$ cat config.mk
export PLATFORM = sky130hd
export DESIGN_NAME = dmem_access_ctrl
export DESIGN_NICKNAME = d
export VERILOG_FILES = /design/src/rtl/dmem_access_ctrl.sv
export SDC_FILE = /design/constraint.sdc
export NUM_CORES = 1
export LEC_CHECK = 0
export CORE_MARGIN = 3
export CORE_UTILIZATION = 43
export CTS_CLUSTER_SIZE = 12
export DETAILED_ROUTE_END_ITERATION = 10
export GPL_TIMING_DRIVEN = 1
export HOLD_SLACK_MARGIN = 0.03
export MAX_ROUTING_LAYER = met4
export PLACE_DENSITY_LB_ADDON = 0.12
export SETUP_SLACK_MARGIN = 0.2
export SLEW_MARGIN = 15
export SYNTH_ARGS = -nofsm -noshare
export SYNTH_HDL_FRONTEND = slang
export SYNTH_SLANG_ARGS = --single-unit
$ cat constraint.sdc
create_clock -name clk -period 5.1 [get_ports clk]
set_clock_uncertainty 0.1 [all_clocks]
set_input_delay 1.02 -clock clk [delete_from_list [all_inputs] [get_ports clk]]
set_output_delay 1.02 -clock clk [all_outputs]
set_load 0.05 [all_outputs]
$ cat src/rtl/dmem_access_ctrl.sv
// dmem_access_ctrl
//   Sequences the RV32I MEM-stage data-memory port for loads and stores.
//   An access is accepted in IDLE, its address/size/lanes/data are registered,
//   then a req/gnt handshake is run (REQ), a read waits for rvalid (WAIT),
//   and a single DONE cycle releases the pipeline. Misaligned or illegal
//   accesses are rejected in IDLE with a one-cycle misalign_fault pulse and
//   never reach memory.
//
// Ports
//   clk, rst        core clock, asynchronous active-high reset
//   mem_read/write  decoded load/store strobes
//   funct3          access size/sign (B, H, W, BU, HU)
//   addr, wdata     byte address and right-justified store data
//   stall           freeze the IF/ID/EX/MEM pipeline registers
//   rdata_out       extended load result, rdata_valid pulses in DONE for loads
//   misalign_fault  one-cycle pulse when an access is rejected
//   dm_req/we/addr/wstrb/wdata  request side of the memory port (registered)
//   dm_gnt, dm_rvalid, dm_rdata response side of the memory port
module dmem_access_ctrl (
  input  logic        clk,
  input  logic        rst,
  input  logic        mem_read,
  input  logic        mem_write,
  input  logic [2:0]  funct3,
  input  logic [31:0] addr,
  input  logic [31:0] wdata,
  output logic        stall,
  output logic [31:0] rdata_out,
  output logic        rdata_valid,
  output logic        misalign_fault,
  output logic        dm_req,
  output logic        dm_we,
  output logic [31:0] dm_addr,
  output logic [3:0]  dm_wstrb,
  output logic [31:0] dm_wdata,
  input  logic        dm_gnt,
  input  logic        dm_rvalid,
  input  logic [31:0] dm_rdata
);

  typedef enum logic [1:0] {IDLE, REQ, WAIT, DONE} state_t;

  state_t      state, state_next;
  logic [2:0]  f3_reg;
  logic [1:0]  off_reg;

  logic        access;
  logic        both;
  logic        size_h;
  logic        size_w;
  logic        bad_f3;
  logic        bad_store;
  logic        bad_align;
  logic        req_legal;
  logic        req_fault;
  logic [3:0]  strb_next;
  logic [31:0] wdata_lane;
  logic [31:0] load_shift;
  logic [31:0] load_ext;

  // ---------------- access classification (IDLE inputs) ----------------
  always_comb begin
    access    = mem_read ^ mem_write;
    both      = mem_read & mem_write;
    size_h    = (funct3[1:0] == 2'b01);
    size_w    = (funct3[1:0] == 2'b10);
    // 011, 110, 111 are not load/store sizes in RV32I
    bad_f3    = (funct3 == 3'b011) || (funct3[2:1] == 2'b11);
    // unsigned variants only exist for loads
    bad_store = mem_write & funct3[2];
    bad_align = (size_h & addr[0]) | (size_w & (addr[1:0] != 2'b00));
    req_legal = access & ~(bad_f3 | bad_store | bad_align);
    req_fault = both | (access & ~req_legal);
  end

  // ---------------- store lane placement ----------------
  always_comb begin
    strb_next  = 4'b0000;
    wdata_lane = wdata;
    if (mem_write) begin
      case (funct3[1:0])
        2'b00: begin
          strb_next  = 4'b0001 << addr[1:0];
          wdata_lane = {4{wdata[7:0]}};
        end
        2'b01: begin
          strb_next  = 4'b0011 << addr[1:0];
          wdata_lane = {2{wdata[15:0]}};
        end
        default: begin
          strb_next  = 4'b1111;
          wdata_lane = wdata;
        end
      endcase
    end
  end

  // ---------------- load extraction from the registered offset ----------------
  always_comb begin
    load_shift = dm_rdata >> {off_reg, 3'b000};
    case (f3_reg)
      3'b000:  load_ext = {{24{load_shift[7]}}, load_shift[7:0]};
      3'b100:  load_ext = {24'd0, load_shift[7:0]};
      3'b001:  load_ext = {{16{load_shift[15]}}, load_shift[15:0]};
      3'b101:  load_ext = {16'd0, load_shift[15:0]};
      default: load_ext = dm_rdata;
    endcase
  end

  // ---------------- FSM next state and outputs ----------------
  always_comb begin
    state_next     = state;
    stall          = 1'b0;
    misalign_fault = 1'b0;
    dm_req         = 1'b0;
    rdata_valid    = 1'b0;
    case (state)
      IDLE: begin
        // stall/fault are combinational from the inputs so the pipeline
        // freezes in the same cycle the access is presented
        stall          = req_legal & ~rst;
        misalign_fault = req_fault & ~rst;
        if (req_legal) state_next = REQ;
      end
      REQ: begin
        stall  = 1'b1;
        dm_req = 1'b1;
        if (dm_gnt) state_next = dm_we ? DONE : WAIT;
      end
      WAIT: begin
        stall = 1'b1;
        if (dm_rvalid) state_next = DONE;
      end
      DONE: begin
        rdata_valid = ~dm_we;
        state_next  = IDLE;
      end
      default: state_next = IDLE;
    endcase
  end

  // ---------------- registers ----------------
  always_ff @(posedge clk or posedge rst) begin
    if (rst) begin
      state     <= IDLE;
      f3_reg    <= 3'b000;
      off_reg   <= 2'b00;
      dm_we     <= 1'b0;
      dm_addr   <= 32'd0;
      dm_wstrb  <= 4'b0000;
      dm_wdata  <= 32'd0;
      rdata_out <= 32'd0;
    end else begin
      state <= state_next;
      if (state == IDLE && req_legal) begin
        f3_reg   <= funct3;
        off_reg  <= addr[1:0];
        dm_we    <= mem_write;
        dm_addr  <= {addr[31:2], 2'b00};
        dm_wstrb <= strb_next;
        dm_wdata <= wdata_lane;
      end
      if (state == WAIT && dm_rvalid) begin
        rdata_out <= load_ext;
      end
    end
  end

endmodule

# Word-level counts from Yosys, hierarchy flattened

Cells that the tools add are included.

Memories kept: 0
RAM bits: 0
Bits in read-only memories: 0
Output and inout bits: 105
Logic and storage cells: 64
Bits in latches: 0
Flip-flop bits (word level): 106

Eq/ne operators: 13
Bitwise logic cells: 17
Multiply operators: 0
Reductions and logical operators: 9
Multiplexer cells: 14
Magnitude comparators: 0
Add/subtract/negate cells: 0
Shift operators: 3
Divide/modulo/power cells: 0

Operators by type and width:

| operator                                         | number |
|---|---|
| case mux 32 bit (4 select lines)                 | 1 |
| case mux 32 bit (2 select lines)                 | 1 |
| 2-to-1 mux 32 bit                                | 1 |
| >> shifter 32 x 5 -> 16 bit                      | 1 |
| AND 1 bit                                        | 8 |
| == test 2 bit (second input constant)            | 4 |
| case mux 2 bit (4 select lines)                  | 1 |
| case mux 4 bit (2 select lines)                  | 1 |
| == test 3 bit (second input constant)            | 2 |
| 2-to-1 mux 2 bit                                 | 3 |
| != test 2 bit (second input constant)            | 3 |
| == test 2 x 1 -> 1 bit (second input constant)   | 2 |
| zero test 2 bit                                  | 2 |
| 2-to-1 mux 1 bit                                 | 4 |
| 2-to-1 mux 4 bit                                 | 1 |
| inverter 1 bit                                   | 4 |
| bitwise OR 1 bit                                 | 4 |
| left shift 1 x 2 -> 4 bit (first input constant) | 1 |
| left shift 2 x 2 -> 4 bit (first input constant) | 1 |
| == test 3 x 1 -> 1 bit (second input constant)   | 1 |
| == test 3 x 2 -> 1 bit (second input constant)   | 1 |
| zero test 3 bit                                  | 1 |
| AND reduction 3 bit                              | 1 |
| logical AND 1 bit                                | 2 |
| 5 further kinds                                  | 5 |

# Depth between registers and ports, before layout

Depth after elaboration: 11
Gate-level depth with buffers: 7

# Least setup slack after synthesis

No wires, ideal clock.

Path type: input -> output
Start point: input port funct3[0]
End point: output port stall
Stages: 6
Path slack: 1.292 ns
Arrival: 2.688 ns
Required time: 3.980 ns
Buffers on the path: 2
Cells stage by stage: a221oi_1 > o211ai_1 > buf_2 > buf_2 > o21ba_2 > nor2_1

Word-level cells in the longest chain between the ends: 8

RTL lines:

| element                                              | RTL line | text |
|---|---|---|
| start: declaration                                   | 24       | `input logic [2:0] funct3,` |
| == test 2 x 1 -> 1 bit (tied with other cells)       | 65       | `size_h = (funct3[1:0] == 2'b01);` |
| AND 1 bit / logical OR 1 bit (equally long branches) | 71, 68   |  |
| bitwise OR 1 bit (on tied branches)                  | 71, 72   |  |
| bitwise OR 1 bit (*)                                 | 72       | `req_legal = access & ~(bad_f3 \| bad_store \| bad_align);` |
| inverter 1 bit (*)                                   | 72       |  |
| AND 1 bit (*)                                        | 72       |  |
| AND 1 bit (*)                                        | 121      | `stall = req_legal & ~rst;` |
| case mux 1 bit (2 select lines) (*)                  | 117      | `case (state)` |
| end: declaration                                     | 27       | `output logic stall,` |

Every way passes the cells marked *; elsewhere a longest branch is shown, timed or not.

# Worst setup path after layout

Start point: input port mem_write
End point: output port misalign_fault

Word-level cells in the longest chain between the ends: 10

RTL lines:

| element                        | RTL line | text |
|---|---|---|
| start: declaration             | 23       | `input logic mem_write,` |
| AND 1 bit                      | 70       | `bad_store = mem_write & funct3[2];` |
| bitwise OR 1 bit (2 in series) | 72       |  |
| inverter 1 bit                 | 72       |  |
| AND 1 bit                      | 72       |  |
| inverter 1 bit                 | 73       | `req_fault = both \| (access & ~req_legal);` |
| AND 1 bit                      | 73       |  |
| bitwise OR 1 bit (*)           | 73       |  |
| AND 1 bit (*)                  | 122      | `misalign_fault = req_fault & ~rst;` |
| 2-to-1 mux 1 bit (*)           | 117      |  |
| end: declaration               | 30       | `output logic misalign_fault,` |

Marks and branches as above.

==> impl_metrics.csv <==
group,metric,value,unit
layout,top_regs,"dm_wdata x32, rdata_out x32, dm_addr x30",
setup_path,worstRegToRegCells,6,
setup_path,regToRegSetupSlack,2.44,ns
hold_path,hold_depth,2,
sta,holdWs,0.379,ns
clock_network,hold_buffers,0,
pwr,vdd_drop_max,587,µV
yosys,yosys.area.top_type,"dfrtp_1",
sta,final-setup-viol-count,0,
clock_network,clkSinkCount,106,
clock_network,htree_levels,3,
placement,place_congestion,0.828,
layout,utilization,67.5,%
setup_path,cp-start-kind,"input pin",
clock_network,path_clk_slew,0.07,ns
detailed_routing,postRouteAntennaNets,0,
sta,tightest_slew,0.922,ns
grt,grt_remaining_overflow,0,
floorplanning,die_h,114,µm
setup_path,critPathArrivalTime,3.09,ns
clock_network,clk_path_buf_depth,2,
detailed_routing,num_vias,4355,
sta,fin_crit_sh,82.6,%
grt,track_usage,22.7,%
sta,rsz0062_at_grt,"no",
clock_network,worstSkewPairLatency,0.34,ns
grt,antenna_found_initial,0,
setup_path,worstPathCellList,"clkdlybuf4s50_1 -> ha_1 -> a21oi_1 -> nor3b_1 -> clkdlybuf4s50_1",
detailed_routing,wl_per_cell,17.5,µm
floorplanning,fp.dieW,114,µm
layout,final_nets,785,
yosys,ys_seq_elements,106,
clock_network,cts-root-buf,"clkbuf_16",
hold_path,holdPathEnd,"dm_wdata[12]",
yosys,netlist-cell-type-count,34,
setup_path,startpoint,"mem_write",
placement,place_hpwl,10400,µm
status,outcome,"finished clean",
setup_path,slowest_delay,0.85,ns
sta,fin_tns_setup,0,ns
hold_path,hp-class,"register to register",
hold_path,hp-start,"dm_wdata[12]",
clock_network,cts_tree,"done",
yosys,synth.cell_area,4990,µm²
placement,dp.cells,802,
job,cap_violations,0,
sta,max_freq,0.237,GHz
setup_path,slowest_stage,"clkdlybuf4s50_1",
floorplanning,core_area,11100,µm²
clock_network,numCtsBuffers,9,
placement,numPortBuffers,207,
setup_path,end_kind,"primary output",
layout,layout.cells.non_filler,818,
grt,grt_max_degree,55,
grt,grt_pass1_wl,22600,µm
yosys,syn_area_per_cell,10.4,µm²
floorplanning,ios,210,
layout,layout-drive-gt1-share,11.1,%
yosys,syn_inst,482,
clock_network,post-cts-setup-buffers,0,
pwr,power_density,719,nW/µm²
yosys,yosys_warnings,0,
setup_path,cp.required,3.98,ns
setup_path,r2r_start,"state[1]",
clock_network,cts_resized,0,
sta,timing.slew.headroom,38.4,%
detailed_routing,firstDrtPassIters,5,
yosys,synth.top_cell.area_share,53.1,%
layout,antenna_cells,0,
detailed_routing,drc_errors,0,
detailed_routing,dr.first_iter.drc_count,251,
layout,area_delta_synth_final,49.7,%
setup_path,setup.worst_path.class,"input pin to primary output",
floorplanning,rows,38,
pwr,leakagePower,3.22,nW
yosys,seq_area_frac_synth,53.1,%
layout,fill_cells,917,
floorplanning,die_area,12900,µm²
sta,period_needed,4.21,ns
detailed_routing,vias_per_cell,5.32,
yosys,synth.area.top_cells,"dfrtp_1 (53%), mux2_2 (10%), o21ai_0 (4.7%)",
detailed_routing,totalWireLength,14300,µm
setup_path,r2r-end,"dm_addr[15]",
sta,finalMaxSlewViolations,0,
sta,hold_viol_final,0,
floorplanning,floorplan.initialDensity,45.1,%
setup_path,path_max_fanout,9,
grt,grt_pass1_vias,4499,
setup_path,crit_top_cell,"clkdlybuf4s50_1",
[routing by layer]
layer	vias to the layer above	share of wire (%)	global-route usage, %	wire (µm)
li1	2061	-	-	-
met1	2125	44	29.2	6270
met2	156	49	36.6	6940
met3	13	6.3	4.77	905
met4	0	1.3	6.09	182
met5	-	0	-	0
[report_power, final]
part / total, mW / switching [mW] / internal (mW) / leakage (nW)
Sequential: 1.50 / 0.268 / 1.24 / 1.30
Clock: 0.760 / 0.324 / 0.436 / 0.161
Combinational: 3.11 / 2.02 / 1.09 / 1.76
Total: 5.37 / 2.62 / 2.76 / 3.22
[worst max-delay path, delay by kind of cell]
family | cells | cell delay, ns
simple gates | 1 | 0.22
fa+ha+maj | 1 | 0.38
buf+inv | 2 | 1.38
compound gates | 1 | 0.09
[synth_stat cells]
master / number
a21oi_1: 17
and2_1: 8
clkbuf_1: 20
o211ai_1: 1
a22oi_1: 1
a2111o_1: 1
dfrtp_1: 106
nor2_1: 32
nand2b_1: 9
mux2i_1: 17
a211oi_1: 9
o21ba_2: 1
a221oi_1: 1
a31oi_1: 1
nand3_1: 32
ha_1: 7
buf_2: 9
buf_1: 3
nor3b_1: 1
nor2b_1: 13
nand2_1: 61
o22ai_1: 1
buf_4: 2
conb_1: 1
o21ai_0: 47
a211o_1: 1
inv_1: 6
o21a_1: 1
mux4_2: 1
and4b_1: 1
nand3b_1: 8
o31ai_1: 16
nor4_2: 1
mux2_2: 46
[how the worst max path moves through the flow]
stage                endpoint  slack, ns  depth (start not counted)
2_1_floorplan     dm_addr[10]       1.19                          1
5_1_grt        misalign_fault       0.78                          6
3_3_place_gp   misalign_fault        1.0                          5
4_1_cts        misalign_fault       0.88                          5
3_5_place_dp   misalign_fault       0.90                          5
6_report       misalign_fault       0.89                          5
[stage by stage]
step	instance area [µm²]	setup slack, ns	total power, mW
final	7470	0.889	5.37
after global routing	7470	0.776	5.63
after CTS	7470	0.884	5.41
after detailed placement	7140	0.903	4.64
after global placement	7140	1.00	4.58
after floorplan	5000	1.19	3.53
[kinds of logic (layout without fill, tap and decap cells)]
logic type / after synthesis / in the layout / synth area share (%)
compound gates: 98 / 98 / 11.7
fa+ha+maj: 7 / 7 / 1.75
buf+inv: 40 / 235 / 3.38
flops: 106 / 106 / 53.1
mux: 64 / 64 / 14.2
other cells: 1 / 2 / 0.0751
simple gates: 166 / 166 / 15.8
[cell usage in the layout, fill, tap and decap left out, drive strengths merged, types with 2 or more instances in the layout]
| master | netlist | final |
|---|---|---|
| clkdlybuf4s50 | 0 | 206 |
| dfrtp | 106 | 106 |
| nand2 | 61 | 61 |
| o21ai | 47 | 47 |
| mux2 | 46 | 46 |
| nand3 | 32 | 32 |
| nor2 | 32 | 32 |
| a21oi | 17 | 17 |
| mux2i | 17 | 17 |
| o31ai | 16 | 16 |
| nor2b | 13 | 13 |
| nand2b | 9 | 9 |
| a211oi | 9 | 9 |
| clkbuf | 20 | 9 |
| nand3b | 8 | 8 |
| and2 | 8 | 8 |
| ha | 7 | 7 |
| buf | 14 | 7 |
| inv | 6 | 7 |
| clkinv | 0 | 4 |
| conb | 1 | 2 |
| bufinv | 0 | 2 |
[final cells by class]
type / count / area, µm² / share of cell area [%]
repair buffers: 213 / 2110 / 28.3
well taps: 140 / 175 / 2.34
inverters: 6 / 25.0 / 0.335
clock inverters: 7 / 103 / 1.37
multi-input cells: 337 / 2180 / 29.1
clock buffers: 9 / 225 / 3.01
flip-flops and latches: 106 / 2650 / 35.5
No activity file was read; power rests on OpenSTA's default activity.
